File: src/rtl/sha_pkg.sv
// Shared SHA-256 definitions: round constants, initial hash value, FSM encoding
// and the bitwise helper functions used by the round core and the schedule.
package sha_pkg;

    typedef logic [255:0] sha_state_t;

    typedef enum logic [1:0] {
        IDLE  = 2'd0,
        ROUND = 2'd1,
        FINAL = 2'd2
    } eng_state_e;

    localparam logic [31:0] K [0:63] = '{
        32'h428a2f98, 32'h71374491, 32'hb5c0fbcf, 32'he9b5dba5,
        32'h3956c25b, 32'h59f111f1, 32'h923f82a4, 32'hab1c5ed5,
        32'hd807aa98, 32'h12835b01, 32'h243185be, 32'h550c7dc3,
        32'h72be5d74, 32'h80deb1fe, 32'h9bdc06a7, 32'hc19bf174,
        32'he49b69c1, 32'hefbe4786, 32'h0fc19dc6, 32'h240ca1cc,
        32'h2de92c6f, 32'h4a7484aa, 32'h5cb0a9dc, 32'h76f988da,
        32'h983e5152, 32'ha831c66d, 32'hb00327c8, 32'hbf597fc7,
        32'hc6e00bf3, 32'hd5a79147, 32'h06ca6351, 32'h14292967,
        32'h27b70a85, 32'h2e1b2138, 32'h4d2c6dfc, 32'h53380d13,
        32'h650a7354, 32'h766a0abb, 32'h81c2c92e, 32'h92722c85,
        32'ha2bfe8a1, 32'ha81a664b, 32'hc24b8b70, 32'hc76c51a3,
        32'hd192e819, 32'hd6990624, 32'hf40e3585, 32'h106aa070,
        32'h19a4c116, 32'h1e376c08, 32'h2748774c, 32'h34b0bcb5,
        32'h391c0cb3, 32'h4ed8aa4a, 32'h5b9cca4f, 32'h682e6ff3,
        32'h748f82ee, 32'h78a5636f, 32'h84c87814, 32'h8cc70208,
        32'h90befffa, 32'ha4506ceb, 32'hbef9a3f7, 32'hc67178f2
    };

    // Lane 0 (bits [31:0]) holds A, lane 7 holds H.
    localparam sha_state_t IV = {
        32'h5be0cd19, 32'h1f83d9ab, 32'h9b05688c, 32'h510e527f,
        32'ha54ff53a, 32'h3c6ef372, 32'hbb67ae85, 32'h6a09e667
    };

    function automatic logic [31:0] rotr(input logic [31:0] x, input int unsigned n);
        return (x >> n) | (x << (32 - n));
    endfunction

    function automatic logic [31:0] Ch(input logic [31:0] x, input logic [31:0] y,
                                       input logic [31:0] z);
        return (x & y) ^ (~x & z);
    endfunction

    function automatic logic [31:0] Maj(input logic [31:0] x, input logic [31:0] y,
                                        input logic [31:0] z);
        return (x & y) ^ (x & z) ^ (y & z);
    endfunction

    function automatic logic [31:0] S0(input logic [31:0] x);
        return rotr(x, 2) ^ rotr(x, 13) ^ rotr(x, 22);
    endfunction

    function automatic logic [31:0] S1(input logic [31:0] x);
        return rotr(x, 6) ^ rotr(x, 11) ^ rotr(x, 25);
    endfunction

    function automatic logic [31:0] s0(input logic [31:0] x);
        return rotr(x, 7) ^ rotr(x, 18) ^ (x >> 3);
    endfunction

    function automatic logic [31:0] s1(input logic [31:0] x);
        return rotr(x, 17) ^ rotr(x, 19) ^ (x >> 10);
    endfunction

endpackage

File: src/rtl/sha_round_core.sv
// One combinational SHA-256 round: (A..H, K[t], W[t]) -> next A..H.
module sha_round_core
    import sha_pkg::*;
(
    input  sha_state_t  state_in,
    input  logic [31:0] k_in,
    input  logic [31:0] w_in,
    output sha_state_t  state_out
);

    logic [31:0] a, b, c, d, e, f, g, h;
    logic [31:0] t1, t2;

    always_comb begin
        {h, g, f, e, d, c, b, a} = state_in;
        t1 = h + S1(e) + Ch(e, f, g) + k_in + w_in;
        t2 = S0(a) + Maj(a, b, c);
        state_out = {g, f, e, d + t1, c, b, a, t1 + t2};
    end

endmodule

File: src/rtl/sha_compress_engine.sv
// Multi-cycle SHA-256 compression: ROUNDS_PER_CYCLE chained rounds per clock,
// sliding 16-word message schedule window, optional feed-forward, start/done/abort.
module sha_compress_engine
    import sha_pkg::*;
#(
    parameter int ROUNDS_PER_CYCLE = 1,
    parameter int FEED_FORWARD     = 1
) (
    input  logic         clk,
    input  logic         n_rst,
    input  logic         start,
    input  logic         abort,
    input  logic [511:0] block_in,
    input  logic [255:0] chain_in,
    output logic         ready,
    output logic         done,
    output logic [255:0] digest,
    output logic [255:0] dbg_state
);

    eng_state_e  state_q, state_d;
    logic [6:0]  cnt_q, cnt_d;
    logic [31:0] w_q [0:15];
    logic [31:0] w_d [0:15];
    logic [31:0] w_shift [0:15];
    logic [31:0] ext [0:15+ROUNDS_PER_CYCLE];
    sha_state_t  work_q, work_d;
    sha_state_t  chain_q, chain_d;
    sha_state_t  digest_q, digest_d;
    sha_state_t  rounds_out;
    wire [255:0] ff_sum;
    logic        done_q, done_d;

    // Window holds W[cnt..cnt+15]; extend it by RPC words, then slide.
    always_comb begin
        for (int i = 0; i < 16; i++) begin
            ext[i] = w_q[i];
        end
        for (int j = 0; j < ROUNDS_PER_CYCLE; j++) begin
            ext[16+j] = s1(ext[14+j]) + ext[9+j] + s0(ext[1+j]) + ext[j];
        end
        for (int i = 0; i < 16; i++) begin
            w_shift[i] = ext[i+ROUNDS_PER_CYCLE];
        end
    end

    genvar gi;
    for (gi = 0; gi < ROUNDS_PER_CYCLE; gi++) begin : g_round
        sha_state_t st_in;
        sha_state_t st_out;
        logic [5:0] t_idx;

        if (gi == 0) begin : g_first
            assign st_in = work_q;
        end else begin : g_next
            assign st_in = g_round[gi-1].st_out;
        end

        assign t_idx = cnt_q[5:0] + 6'(gi);

        sha_round_core u_core (
            .state_in  (st_in),
            .k_in      (K[t_idx]),
            .w_in      (w_q[gi]),
            .state_out (st_out)
        );
    end

    assign rounds_out = g_round[ROUNDS_PER_CYCLE-1].st_out;

    for (gi = 0; gi < 8; gi++) begin : g_ff
        if (FEED_FORWARD != 0) begin : g_add
            assign ff_sum[32*gi +: 32] = work_q[32*gi +: 32] + chain_q[32*gi +: 32];
        end else begin : g_raw
            assign ff_sum[32*gi +: 32] = work_q[32*gi +: 32];
        end
    end

    always_comb begin
        state_d  = state_q;
        cnt_d    = cnt_q;
        work_d   = work_q;
        chain_d  = chain_q;
        digest_d = digest_q;
        done_d   = 1'b0;
        for (int i = 0; i < 16; i++) begin
            w_d[i] = w_q[i];
        end

        if (abort) begin
            state_d = IDLE;
            cnt_d   = '0;
        end else begin
            case (state_q)
                IDLE: begin
                    // done_q marks the pulse cycle, during which a new start is refused.
                    if (start && !done_q) begin
                        for (int i = 0; i < 16; i++) begin
                            w_d[i] = block_in[511-32*i -: 32];
                        end
                        work_d  = chain_in;
                        chain_d = chain_in;
                        cnt_d   = '0;
                        state_d = ROUND;
                    end
                end
                ROUND: begin
                    work_d = rounds_out;
                    for (int i = 0; i < 16; i++) begin
                        w_d[i] = w_shift[i];
                    end
                    cnt_d = cnt_q + 7'(ROUNDS_PER_CYCLE);
                    if (cnt_q == 7'(64 - ROUNDS_PER_CYCLE)) begin
                        state_d = FINAL;
                    end
                end
                FINAL: begin
                    digest_d = ff_sum;
                    done_d   = 1'b1;
                    cnt_d    = '0;
                    state_d  = IDLE;
                end
                default: begin
                    state_d = IDLE;
                    cnt_d   = '0;
                end
            endcase
        end
    end

    always_ff @(posedge clk) begin
        if (!n_rst) begin
            state_q  <= IDLE;
            cnt_q    <= '0;
            work_q   <= '0;
            chain_q  <= '0;
            digest_q <= '0;
            done_q   <= 1'b0;
            for (int i = 0; i < 16; i++) begin
                w_q[i] <= '0;
            end
        end else begin
            state_q  <= state_d;
            cnt_q    <= cnt_d;
            work_q   <= work_d;
            chain_q  <= chain_d;
            digest_q <= digest_d;
            done_q   <= done_d;
            for (int i = 0; i < 16; i++) begin
                w_q[i] <= w_d[i];
            end
        end
    end

    assign ready     = (state_q == IDLE) && !done_q;
    assign done      = done_q;
    assign digest    = digest_q;
    assign dbg_state = work_q;

endmodule
File: config.mk
export PLATFORM = sky130hd
export DESIGN_NAME = sha_compress_engine
export DESIGN_NICKNAME = d
export VERILOG_FILES = /design/src/rtl/sha_pkg.sv /design/src/rtl/sha_round_core.sv /design/src/rtl/sha_compress_engine.sv
export SDC_FILE = /design/constraint.sdc
export NUM_CORES = 2
export LEC_CHECK = 0
export CORE_AREA = 2 2 504 506
export CTS_CLUSTER_DIAMETER = 200
export DETAILED_ROUTE_END_ITERATION = 8
export DIE_AREA = 0 0 506 508
export SYNTH_ARGS = -nofsm -noshare
export SYNTH_HDL_FRONTEND = slang
export SYNTH_SLANG_ARGS = --single-unit
File: constraint.sdc
create_clock -name clk -period 9.4 [get_ports clk]
set_input_delay 1.88 -clock clk [delete_from_list [all_inputs] [get_ports clk]]
set_output_delay 1.88 -clock clk [all_outputs]
set_load 0.03 [all_outputs]
== Word-level counts from Yosys, hierarchy flattened ==
Memories as Yosys holds them, arrays and structs flattened.
Index checks and enable logic that the tools add are counted.

* Register bits after elaboration: 778
* RAM bits: 512
* Bits in read-only memories: 2048
* Output and inout port bits: 514
* Word-level logic and storage cells: 120
* Memories kept: 2

{| class="wikitable"
|+ Memories
! name !! depth !! width !! read ports !! clocked after memory_dff !! wr ports !! line !! text
|-
| (name not given) || 64 || 32 || 1 || 0 || 0 || sha_compress_engine.sv:63 || <nowiki>.k_in (K[t_idx]),</nowiki>
|-
| w_q || 16 || 32 || 16 || 0 || 16 || sha_compress_engine.sv:23 || <nowiki>logic [31:0] w_q [0:15];</nowiki>
|}

* $add $sub $neg: 19
* Magnitude comparators: 1
* Eq/ne operators: 5
* Mux-type cells: 31
* Bitwise gates (word level): 46
* Reduce and logical (&&, ||, !) cells: 10

{| class="wikitable"
|+ Operators with widths
! kind !! count
|-
| 512-bit 2-to-1 mux || 2
|-
| 512-bit case mux with 2 select lines || 1
|-
| 32-bit adder || 18
|-
| 32-bit 2-to-1 mux || 18
|-
| 256-bit case mux with 2 select lines || 1
|-
| 32-bit XOR || 9
|-
| 256-bit 2-to-1 mux || 1
|-
| 32-bit AND || 5
|-
| 32-bit NOT || 1
|-
| 10-bit by 32-bit bitwise OR with 32-bit output || 1
|-
| 13-bit by 32-bit bitwise OR with 32-bit output || 1
|-
| 14-bit by 32-bit bitwise OR with 32-bit output || 1
|-
| 15-bit by 32-bit bitwise OR with 32-bit output || 1
|-
| 19-bit by 32-bit bitwise OR with 32-bit output || 1
|-
| 21-bit by 32-bit bitwise OR with 32-bit output || 1
|-
| 25-bit by 32-bit bitwise OR with 32-bit output || 1
|-
| 26-bit by 32-bit bitwise OR with 32-bit output || 1
|-
| 30-bit by 32-bit bitwise OR with 32-bit output || 1
|-
| 7-bit by 32-bit bitwise OR with 32-bit output || 1
|-
| 32-bit by 22-bit XOR with 32-bit output || 1
|-
| 32-bit by 29-bit XOR with 32-bit output || 1
|-
| 1-bit bitwise OR || 16
|-
| 7-bit case mux with 2 select lines || 1
|-
| 7-bit by 1-bit adder with 7-bit output, second input constant || 1
|-
| other kinds (18) || 26
|}

== Longest topological paths before layout ==
* Word-level depth: 9
* Depth in mapped cells: 38

== By module ==
Synthesis repeated with hierarchy kept, for this count alone.

* Cells, all modules: 10631
* Area total of the unflattened synthesis: 81039.0 sq um

{| class="wikitable"
|+ By module, submodules not included
! module !! instances !! cells each !! area an instance (sq um) !! seq. area each (sq um)
|-
| sha_compress_engine || 1 || 9218 || 69671.8 || 25824.8
|-
| sha_round_core || 1 || 1413 || 11367.2 || 0.0
|}

== Worst setup path before layout ==
OpenSTA, ideal clock, no wires.

* Path kind: register to register
* From: register cnt_q[2]
* To: register work_q[31], in the netlist dbg_state[31]
* Data arrival time: 7.893 ns
* Data required time: 9.272 ns
* Setup slack: 1.379 ns
* Stages on the path, launching flop included: 36
* Period minus slack after synthesis: 8.021 ns
* Path through: dfxtp_1 inv_1 clkbuf_1 clkbuf_1 ha_1 clkbuf_1 a221oi_1 a31oi_1 nand2_1 fa_1 inv_1 ha_1 fa_1 a211oi_1 o211ai_1 a31oi_1 o21ai_1 a21o_1 a21o_1 a21o_1 a21o_1 xor2_1 inv_1 fa_1 inv_1 ha_1 and3_1 nand2_1 or4_1 o211ai_1 nor3_1 o31a_1 o21ai_0 xnor2_1 a222oi_1 nor2_1

* Word-level cells in the longest chain between the ends: 8

{| class="wikitable"
|+ RTL lines
! item !! line !! text
|-
| start, declared || sha_compress_engine.sv:22 || <nowiki>logic [6:0] cnt_q, cnt_d;</nowiki>
|-
| start signal, assigned || sha_compress_engine.sv:144 || <nowiki>cnt_q <= cnt_d;</nowiki>
|-
| 6-bit NOT with 7-bit output (implied by the code) || sha_compress_engine.sv:63 ||
|-
| memory read 64 x 32 bit || n/a ||
|-
| 32-bit 2-to-1 mux (implied by the code) (2 in series) || sha_compress_engine.sv:63 ||
|-
| 32-bit adder (2 in series) || sha_round_core.sv:16 || <nowiki>t1 = h + S1(e) + Ch(e, f, g) + k_in + w_in;</nowiki>
|-
| 32-bit adder || sha_round_core.sv:18 || <nowiki>state_out = {g, f, e, d + t1, c, b, a, t1 + t2};</nowiki>
|-
| 256-bit case mux with 2 select lines || sha_compress_engine.sv:94 || <nowiki>case (state_q)</nowiki>
|-
| end signal, assigned || sha_compress_engine.sv:145 || <nowiki>work_q <= work_d;</nowiki>
|-
| end, declared || sha_compress_engine.sv:27 || <nowiki>sha_state_t work_q, work_d;</nowiki>
|}

Every way passes these cells. The select of a mux whose other input is x is not followed.
A chain may end at the register's enable or synchronous reset.

== Worst setup path in the final report ==
* From: register cnt_q[0]
* To: register work_q[31], in the netlist dbg_state[31]

Same word-level chain as after synthesis.

==> results.md <==
- Die Wd: 506 µm
- Setup total negative slack: 0 ns
- Capture endpoint of the worst hold path: digest[153]
- Number of placement rows: 185
- Fraction of met1 tracks used by global routing: 37.6%
- Rel. slew slack: 19.7%
- Data required, critical path: 10.10 ns
- Synthesized flop and latch total: 1290
- Deepest level of the CTS H-tree: 4
- Reg2reg end: dbg_state[31]
- Placement Cell Area: 93900 µm²
- Pre-CTS setup slack: 0.963 ns
- Non-filler instance count after layout: 14500
- Clock root buffer: sky130_fd_sc_hd__clkbuf_16
- Worst path arrival time: 9.21 ns
- Proportion of synthesized flip-flops having asynchronous set or reset: 0%
- Most crowded layer after global routing: met2
- Slew Limit Fails: 0
- Post-synth top flop: sky130_fd_sc_hd__dfxtp_1
- Detail-routed net length per standard cell: 27.8 µm
- Combined flip-flop and latch cell area: 25800 µm²
- Count of buffers from port buffering: 1285
- DRC violations left: 0
- Fillers: 26200
- R2r startpoint: cnt_q[0]
- GR Overflow Total: 0
- Kind of start point of the critical path: register
- Syn Std Cell Area: 78000 µm²
- Crit-path max cell delay: 0.55 ns
- DRC marker count from the first detailed-route iteration: 8505
- Clock tree from TritonCTS: yes
- Share of the clock period used by the worst path: 90.5%
- Via density: 5.47
- Fraction of layout cells with a size suffix above 1: 4.63%
- Number of synthesized flops with an enable pin: 0
- Post-cts repair resize count: 0
- HPWL after detailed placement: 313000 µm
- Met2 global-route usage: 49.1%
- IO Pins: 1286
- Cell count of the worst hold path: 2
- Area of the multi-input gates: 48000 µm²
- Worst hold-check path type: reg -> reg
- Routability congestion estimate: 0.981
- Power per standard cell area: 274 nW/µm²
- Most common cell after layout, fill and taps aside: sky130_fd_sc_hd__nand2_1
- Hold buffer count at cts: 0
- Yosys warns: 0
- WP buf/inv: 4
- Critical hold path startpoint: digest[153]
- Pin count of the biggest net entering global routing: 257
- Post-layout instance area: 99500 µm²
- Clock-pin slew on the worst setup and hold paths: 0.06 ns
- Global-route wire length before repair: 560000 µm
- Final worst path period need: 8.51 ns
- Setup fix buffers added after clock tree synthesis: 0
- Number of nets at the end of the flow: 12400
- Worst Path Max Fanout: 9
- Die area: 257000 µm²
- Result of the run: finished, final reports clean
- Proportion of synthesized chip area in sequential cells: 33.1%
- Core box area: 252000 µm²
- Number of nets produced by synthesis: 11500
- Post-synthesis average cell area: 7.69 µm²
- Starting utilization of the core area: 30.9%
- Remaining number of nets flagged by the antenna check after routing: 0
- Clk_lat worst skew: 0.86 ns
- Critical path class: reg -> reg
- Max Clk Rate: 0.118 GHz
- Post-synth cell types: 88
- Critical Path End Type: register
- Reported leakage power: 39.5 nW
- Vias in the first global route: 74100
- Cell count after synthesis: 10100
- CP top delay family: compound AO/OA/AOI/OAI gates
- Number of stages on the worst setup path: 33
- Combined global-route utilization of all metal layers: 30.0%
- Number of antenna violations at the first check in global routing: 118
- Number of detailed-route iterations in the first pass: 7
- DR vias: 79600
- Worst hold-check slack: 0.449 ns
- Final Hold Viols: 0
- Leading cell types in the layout, fill and taps excluded: sky130_fd_sc_hd__nand2_1, sky130_fd_sc_hd__dfxtp_1, sky130_fd_sc_hd__clkdlybuf4s50_1, sky130_fd_sc_hd__nor2_1, sky130_fd_sc_hd__a21oi_1
- Cell count of the worst reg-to-reg path: 33
- Worst Clk Skew: 0.0671 ns
- Setup repair after global routing missed its margin: no
- Slowest cell on the critical path: sky130_fd_sc_hd__nor2_1
- GRT met3 Usage: 6.01%
- Worst setup slack for register-to-register paths: 0.89 ns
- Largest vdd supply drop: 0.000319 V
- Least-Margin Pin Slew: 1.20 ns
- DP Cell Count: 14200
- Final number of setup-violating endpoints: 0
- Number of buffers created by CTS: 158
- Height of the die: 508 µm
- Number of buffers on the longest clock path: 3
- P&R area growth vs syn: 27.5%
- Final setup margin: 0.893 ns
- Max-cap violations: 0
- Clock sinks: 1290
- Wirelength, routed: 404000 µm
-- routing by layer --
metal	wire length, µm	vias to the layer above	share of wire, %
li1	-	37000	-
met1	163000	38100	40
met4	20900	58	5.2
met3	32100	749	8.0
met5	380	-	0.094
met2	187000	3655	46
-- registers in the layout, summed over array words and instances (netlist names) --
| register | flops |
|---|---|
| w_q | 512 |
| chain_q | 256 |
| dbg_state | 256 |
| digest | 256 |
| cnt_q | 7 |
| state_q | 2 |
| done | 1 |
-- synth_stat cells (all sizes together), types with 180 or more instances --
| master | n | area share, % |
|---|---|---|
| nand2 | 2416 | 12 |
| xor2 | 180 | 2.0 |
| o21ai | 463 | 3.0 |
| a21o | 203 | 2.0 |
| nor2 | 965 | 4.6 |
| a21oi | 797 | 5.1 |
| xnor2 | 371 | 4.2 |
| inv | 374 | 1.8 |
| a311oi | 684 | 7.7 |
| fa | 196 | 5.0 |
| clkbuf | 740 | 3.6 |
| dfxtp | 1290 | 33 |
| ha | 399 | 6.4 |
-- worst register-to-register path, delay by kind of cell, from the launching register on --
kind,cells,cell delay [ns]
AND/OR/NAND/NOR,8,1.79
flip-flops,1,0.30
adder cells (fa/ha/maj),6,2.35
XOR/XNOR,2,0.32
AO/OA/AOI/OAI,13,3.11
buffers and inverters,4,0.53
-- per-stage QoR --
stage	util [%]	power (W)
5_1_grt	39.4	0.0289
4_1_cts	39.4	0.0274
3_5_place_dp	37.2	0.0208
6_report	39.4	0.0273
2_1_floorplan	-	0.0154
3_3_place_gp	37.2	0.0209
-- worst max-delay path by stage --
stage	slack, ns	to	from
4_1_cts	0.98	dbg_state[31]	cnt_q[0]
3_5_place_dp	0.96	dbg_state[31]	cnt_q[0]
5_1_grt	0.37	dbg_state[31]	cnt_q[0]
3_3_place_gp	0.87	dbg_state[31]	cnt_q[0]
6_report	0.89	dbg_state[31]	cnt_q[0]
2_1_floorplan	1.38	dbg_state[31]	cnt_q[2]
-- where the power goes --
| group | internal (W) | switching [W] |
|---|---|---|
| Combinational | 0.00566 | 0.00874 |
| Sequential | 0.00580 | 0.000574 |
| Clock | 0.00376 | 0.00277 |
| Total | 0.0152 | 0.0121 |
-- final cells by class --
cell class	instances	area share, %
Inverter	377	1.43
Clock buffer	217	4.42
Multi-Input combinational cell	7704	48.2
Antenna cell	56	0.141
Sequential cell	1290	26.0
Tap cell	3366	4.23
Clock inverter	66	1.08
Timing Repair Buffer	1466	14.5
-- cells by family after synthesis --
kind of cell / after synthesis / synth area share (%)
AND/OR/NAND/NOR: 3780 / 19.4
adder cells (fa/ha/maj): 599 / 11.5
XOR/XNOR: 551 / 6.19
buffers and inverters: 1150 / 5.53
multiplexers: 46 / 0.686
flip-flops: 1290 / 33.1
AO/OA/AOI/OAI: 2728 / 23.6
No activity file was read; power rests on OpenSTA's default activity.
